`src/rtl/round_referee.sv`:
```
// round_referee
//   Decides the outcome of one tank round. When the first tank is hit the
//   referee waits SETTLE_FRAMES video frames so that a bullet already in
//   flight can still destroy the other tank. After that wait it issues one
//   pulse: redwin, greenwin or draw.
//
// Parameters
//   SETTLE_FRAMES  frame_tick pulses between the first hit and the verdict (1..255)
//
// Ports
//   clk          system clock, rising edge
//   reset_n      asynchronous active-low reset
//   screenreset  high = round not running, low = round in play
//   frame_tick   one-cycle pulse per video frame
//   red_hit      red tank struck this cycle (level)
//   green_hit    green tank struck this cycle (level)
//   redwin       one-cycle pulse: red won
//   greenwin     one-cycle pulse: green won
//   draw         one-cycle pulse: both destroyed, round replayed
//   red_alive    red tank still drawn/controllable
//   green_alive  green tank still drawn/controllable
//   settling     high while waiting for late kills
module round_referee #(
  parameter int SETTLE_FRAMES = 60
) (
  input  logic clk,
  input  logic reset_n,
  input  logic screenreset,
  input  logic frame_tick,
  input  logic red_hit,
  input  logic green_hit,
  output logic redwin,
  output logic greenwin,
  output logic draw,
  output logic red_alive,
  output logic green_alive,
  output logic settling
);

  localparam logic [2:0] ST_IDLE    = 3'd0;
  localparam logic [2:0] ST_PLAY    = 3'd1;
  localparam logic [2:0] ST_SETTLE  = 3'd2;
  localparam logic [2:0] ST_DECLARE = 3'd3;
  localparam logic [2:0] ST_DONE    = 3'd4;

  localparam logic [7:0] LAST_FRAME = 8'(SETTLE_FRAMES - 1);

  logic [2:0] state_q, state_d;
  logic [7:0] cnt_q, cnt_d;
  logic       red_alive_q, red_alive_d;
  logic       green_alive_q, green_alive_d;

  always_comb begin
    state_d       = state_q;
    cnt_d         = cnt_q;
    red_alive_d   = red_alive_q;
    green_alive_d = green_alive_q;

    case (state_q)
      ST_IDLE: begin
        if (!screenreset) state_d = ST_PLAY;
      end

      ST_PLAY: begin
        if (screenreset) begin
          state_d = ST_IDLE;
        end else if (red_hit || green_hit) begin
          // A frame_tick in the same cycle is not counted: the wait
          // starts from zero on entry to SETTLE.
          if (red_hit)   red_alive_d   = 1'b0;
          if (green_hit) green_alive_d = 1'b0;
          cnt_d   = 8'd0;
          state_d = ST_SETTLE;
        end
      end

      ST_SETTLE: begin
        if (screenreset) begin
          state_d = ST_IDLE;
        end else begin
          // Late kills; clearing an already-cleared flag is harmless,
          // and the frame counter keeps running regardless.
          if (red_hit)   red_alive_d   = 1'b0;
          if (green_hit) green_alive_d = 1'b0;
          if (frame_tick) begin
            if (cnt_q == LAST_FRAME) begin
              cnt_d   = 8'd0;
              state_d = ST_DECLARE;
            end else begin
              cnt_d = cnt_q + 8'd1;
            end
          end
        end
      end

      ST_DECLARE: begin
        // The verdict pulse is this single cycle. A draw replays the
        // round; a pending screenreset also returns to IDLE.
        if (screenreset || (!red_alive_q && !green_alive_q)) state_d = ST_IDLE;
        else                                                 state_d = ST_DONE;
      end

      ST_DONE: begin
        if (screenreset) state_d = ST_IDLE;
      end

      default: state_d = ST_IDLE;
    endcase

    // Every way back into IDLE re-arms both tanks and the frame counter.
    if (state_d == ST_IDLE) begin
      red_alive_d   = 1'b1;
      green_alive_d = 1'b1;
      cnt_d         = 8'd0;
    end
  end

  always_ff @(posedge clk or negedge reset_n) begin
    if (!reset_n) begin
      state_q       <= ST_IDLE;
      cnt_q         <= 8'd0;
      red_alive_q   <= 1'b1;
      green_alive_q <= 1'b1;
    end else begin
      state_q       <= state_d;
      cnt_q         <= cnt_d;
      red_alive_q   <= red_alive_d;
      green_alive_q <= green_alive_d;
    end
  end

  // Moore outputs: decoded only from registered state and flags.
  assign red_alive   = red_alive_q;
  assign green_alive = green_alive_q;
  assign settling    = (state_q == ST_SETTLE);
  assign redwin      = (state_q == ST_DECLARE) &&  red_alive_q && !green_alive_q;
  assign greenwin    = (state_q == ST_DECLARE) && !red_alive_q &&  green_alive_q;
  assign draw        = (state_q == ST_DECLARE) && !red_alive_q && !green_alive_q;

endmodule

```
`config.mk`:
```
export PLATFORM = sky130hd
export DESIGN_NAME = round_referee
export DESIGN_NICKNAME = d
export VERILOG_FILES = /design/src/rtl/round_referee.sv
export SDC_FILE = /design/constraint.sdc
export NUM_CORES = 1
export LEC_CHECK = 0
export ABC_AREA = 1
export CORE_ASPECT_RATIO = 1.25
export CORE_MARGIN = 3
export CORE_UTILIZATION = 48
export DETAILED_ROUTE_END_ITERATION = 10
export PLACE_DENSITY = 0.74
export SKIP_CTS_REPAIR_TIMING = 1
export SYNTH_ARGS = -nofsm -noshare
export SYNTH_HDL_FRONTEND = slang
export SYNTH_SLANG_ARGS = --single-unit
```
`constraint.sdc`:
```
create_clock -name clk -period 1.4 [get_ports clk]
set_input_delay 0.21 -clock clk [delete_from_list [all_inputs] [get_ports clk]]
set_output_delay 0.21 -clock clk [all_outputs]
set_load 0.02 [all_outputs]
```
Word level (Yosys, flattened, before mapping)
Index checks and enable logic that the tools add are counted.

Memories kept: 0. Word-level logic and storage cells: 57. Register bits after elaboration: 13. Output and inout bits: 6. Bits in writable memories: 0. Memory bits (read-only): 0. Input port bits: 6. Bits in latches: 0.

Bitwise logic cells: 0. $add $sub $neg: 1. $lt $le $gt $ge: 0. Divide/modulo/power cells: 0. Reductions and logical operators: 15. Multiply operators: 0. Shifts and indexed selects: 0. Equality and inequality tests: 9. Multiplexer cells: 28.

Operators by type and width (count): $mux 8 (6); $mux 3 (8); $pmux 8 s2 (1); $pmux 3 s5 (1); $mux 1 (10); $add 8x1->8 const B (1); $eq 8x6->1 const B (1); $eq 3x2->1 const B (2); $logic_and 1x1->1 (6); $logic_not 3->1 (2); $ne 3x2->1 const B (2); $ne 3x3->1 const B (2); $reduce_and 5->1 (1); $pmux 1 s2 (2); $reduce_and 4->1 (1); $eq 3x1->1 const B (1); $eq 3x3->1 const B (1); $reduce_bool 3->1 (1); $logic_not 1->1 (2); $logic_or 1x1->1 (2).

Longest topological paths before layout
Word-level depth: 8. Depth in mapped cells: 11. Gate-level depth less buffers: 10.

Least setup slack after synthesis
No wires, ideal clock.

Path type: reg-to-reg. From: register cnt_q[0]. To: register cnt_q[3]. Setup time: 0.065 ns. Cell stages (with the launch flop): 11. Path slack: -0.128 ns. Period minus slack after synthesis: 1.528 ns. Buffers on the path: 1. Data required time: 1.335 ns. Arrival: 1.463 ns. Cell sequence: dfrtp_1 > ha_1 > nand3_1 > nor2_4 > nand2_1 > nand2_2 > nand2_4 > nand2_8 > buf_8 > nand3_1 > nand2_1.

Cells in the longest elaborated chain, start to end: 8.

Ends and longest elaborated chain: start, declared (RTL line 49) `logic [7:0] cnt_q, cnt_d;`; start signal, assigned (RTL line 126) `cnt_q <= cnt_d;`; $eq 8x6->1 (RTL line 86) `if (cnt_q == LAST_FRAME) begin`; $mux 3 (RTL line 86); $mux 3 (RTL line 85) `if (frame_tick) begin`; $mux 3 (RTL line 78) `if (screenreset) begin`; $pmux 3 s5 (RTL line 59) `case (state_q)`; $logic_not 3->1 (RTL line 111) `if (state_d == ST_IDLE) begin`; $ne 3x2->1 (no source line) (tied with other cells); $reduce_and 5->1 (no source line).

Several ways; a longest one is shown, not always the timed one. The select of a mux whose other input is x is not followed. A chain may end at the register's enable or synchronous reset.

Worst setup path in the final report
From: register state_q[1]. To: register cnt_q[4].

Cells in the longest elaborated chain, start to end: 7.

Ends and longest elaborated chain: start, declared (RTL line 48) `logic [2:0] state_q, state_d;`; start signal, assigned (RTL line 125) `state_q <= state_d;`; $mux 3 (RTL line 86); $mux 3 (RTL line 85); $mux 3 (RTL line 78); $pmux 3 s5 (*) (RTL line 59); net state_d[1] (RTL line 48); $logic_not 3->1 (*) (RTL line 111); $ne 3x2->1 (no source line) (tied with other cells); $reduce_and 5->1 (no source line).

Mark *: on every way through the listed nets, which the timed path passes. The rest lies on a longest branch.

==> qor.yml <==
status: "finished with violations"
violations: "negative setup slack"
synth_flop_cell: "dfrtp_1"
worstPathCellList: "buf_6 > inv_2 > nand2_1 > nand3_2 > nor2_4 > nor2_4 > nand2_8 > nand3_1 > nand2_1"
clk_pin_slew_ps: 90
grt_pass1_wl_um: 3801
cts.sinks: 13
fin_ws_ps: -105.8
cts-root-buf: "clkbuf_4"
hold_violations: 0
area_delta_synth_final_pct: 52.49
nets: 184
synth_area_um2: 929.6
cts.path.max_buffers: 2
post-route-util: 0.7841
ant_nets: 0
period_share: 1.076
synth_seq_cells: 13
wirelength_um: 2536
worst_slew_pin_slew_ps: 327.3
yosys.area.top_type: "dfrtp_1"
avgRoutedWirePerCell_um: 13.01
synth_top_area_share: 0.2961
ios: 12
drive_gt1_frac: 0.3864
power_leakage_nw: 0.7131
powerDensity_nw_per_um2: 799.3
coreArea_um2: 1808
critPathKind: "reg2reg"
htree_num_levels: 1
std_cell_rows: 17
die_h_um: 55.21
seq_area_frac_synth: 0.3526
crit_required_ps: 1590
vias_per_cell: 5.215
fin_hold_ws_ps: 220.6
numCtsBuffers: 3
layoutNonFillerInstCount: 195
fin_skew_ps: 9.190
die_w_um: 45.36
hp-class: "in2async"
mostFrequentLayoutCells: "nand2_1, nand3_1, buf_4"
slowest_stage: "dfrtp_1"
antenna_found_initial: 0
place_area_um2: 1230
yosysWarningCount: 0
vias: 1017
start_util: 0.5142
portBuffers: 11
cpPeakStageDelay_ps: 420
relSlewSlack: 0.7813
max-cap-violations: 0
drtIter0Drc: 21
final_cell_area_um2: 1418
max_freq_mhz: 664.1
grt_pass1_vias: 921
end_kind: "flop"
synth.area.top_cells: "dfrtp_1, nand2_1, nand3_1, nor2_1, inv_1"
synthCells: 135
first_pass_iters: 4
vdd_drop_max_uv: 579.4
finalSetupViolations: 12
ys_async_sr_fraction: 1.000
synth_area_per_cell_um2: 6.886
overflow: 0
drc: 0
syn-num-nets: 142
synth-edff-count: 0
gp_congestion: 0.8566
num_antenna_cells: 0
final_common_cell: "nand2_1"
cts_tree: "yes"
path_max_fanout: 9
grt_max_degree: 19
ys_types: 25
startpoint_type: "flop"
drv_slew: 0
rsz0062_at_grt: "true"
dpl.hpwl_um: 1695
grt.total_usage: 0.2022
period_minus_slack_ps: 1506
arrival_ps: 1690
post-place-cells: 184
die_area_um2: 2504
insertion_delay_ps: 290
[routing by layer]
layer / global-route usage / routed length [um]
met5: 0 / 0
met2: 0.3300 / 1320
met3: 0.03909 / 132
met4: 0.1004 / 48
met1: 0.2418 / 1034
[final timing paths]
path / from / end / slack (ps) / depth (start not counted)
setup / recovery: state_q[1] / cnt_q[4] / -110 / 9
hold reg to reg: cnt_q[7] / cnt_q[7] / 560 / 2
hold / removal: reset_n / cnt_q[4] / 220 / 2
setup reg to reg: state_q[1] / cnt_q[4] / -110 / 9
min in group clk: cnt_q[7] / cnt_q[7] / 560 / 2
max in group asynchronous: reset_n / red_alive / 930 / 2
[cell families (layout without fill, tap and decap cells)]
family | after synthesis | in the layout | share of synthesized area
and+or+nand+nor | 92 | 94 | 0.4711
buffers and inverters | 21 | 60 | 0.1023
xor gates and xnor gates | 3 | 3 | 0.02827
DFF | 13 | 13 | 0.3526
AOI/OAI and AO/OA | 5 | 5 | 0.03229
adders and majority gates | 1 | 1 | 0.01346
[through the flow]
stage          TNS [ps]  total power (W)  worst slack, ps
2_1_floorplan         0        0.0006372            11.45
3_3_place_gp      -1762        0.0007459           -160.1
3_5_place_dp      -2120        0.0007541           -177.7
4_1_cts           -3733        0.0009960           -492.7
5_1_grt           -2060         0.001197           -195.9
6_report         -920.7         0.001133           -105.8
[worst max-delay path, delay by kind of cell, from the launching register on]
kind,cells,cell delay [ps]
buffers and inverters,2,200
DFF,1,420
and+or+nand+nor,7,790
[power by group]
group | leakage (nW) | total (W) | switching [W] | internal, W
clock network | 0.0150 | 0.000243 | 0.000132 | 0.000111
registers | 0.172 | 0.000415 | 0.0000177 | 0.000397
logic | 0.527 | 0.000475 | 0.000273 | 0.000203
total | 0.713 | 0.00113 | 0.000422 | 0.000711
[cells in the mapped netlist (all sizes together) (2+ instances only)]
| cell | count |
|---|---|
| buf | 3 |
| nand2 | 39 |
| nand3 | 27 |
| o21ai | 2 |
| nor2 | 19 |
| inv | 18 |
| dfstp | 2 |
| nor3 | 6 |
| xor2 | 2 |
| dfrtp | 11 |
[flip-flops by register name, summed over array words and instances (netlist names)]
name	flops
cnt_q	8
state_q	3
green_alive	1
red_alive	1
[final cells by class]
type | instances | area, um^2
fill | 131 | 390.4
tap | 19 | 23.77
multi-input combinational | 103 | 631.9
inverter | 18 | 75.07
sequential | 13 | 329.1
clock buffer | 4 | 26.28
timing repair buffer | 38 | 331.6
Note: power is estimated with default switching activity, not from simulation.
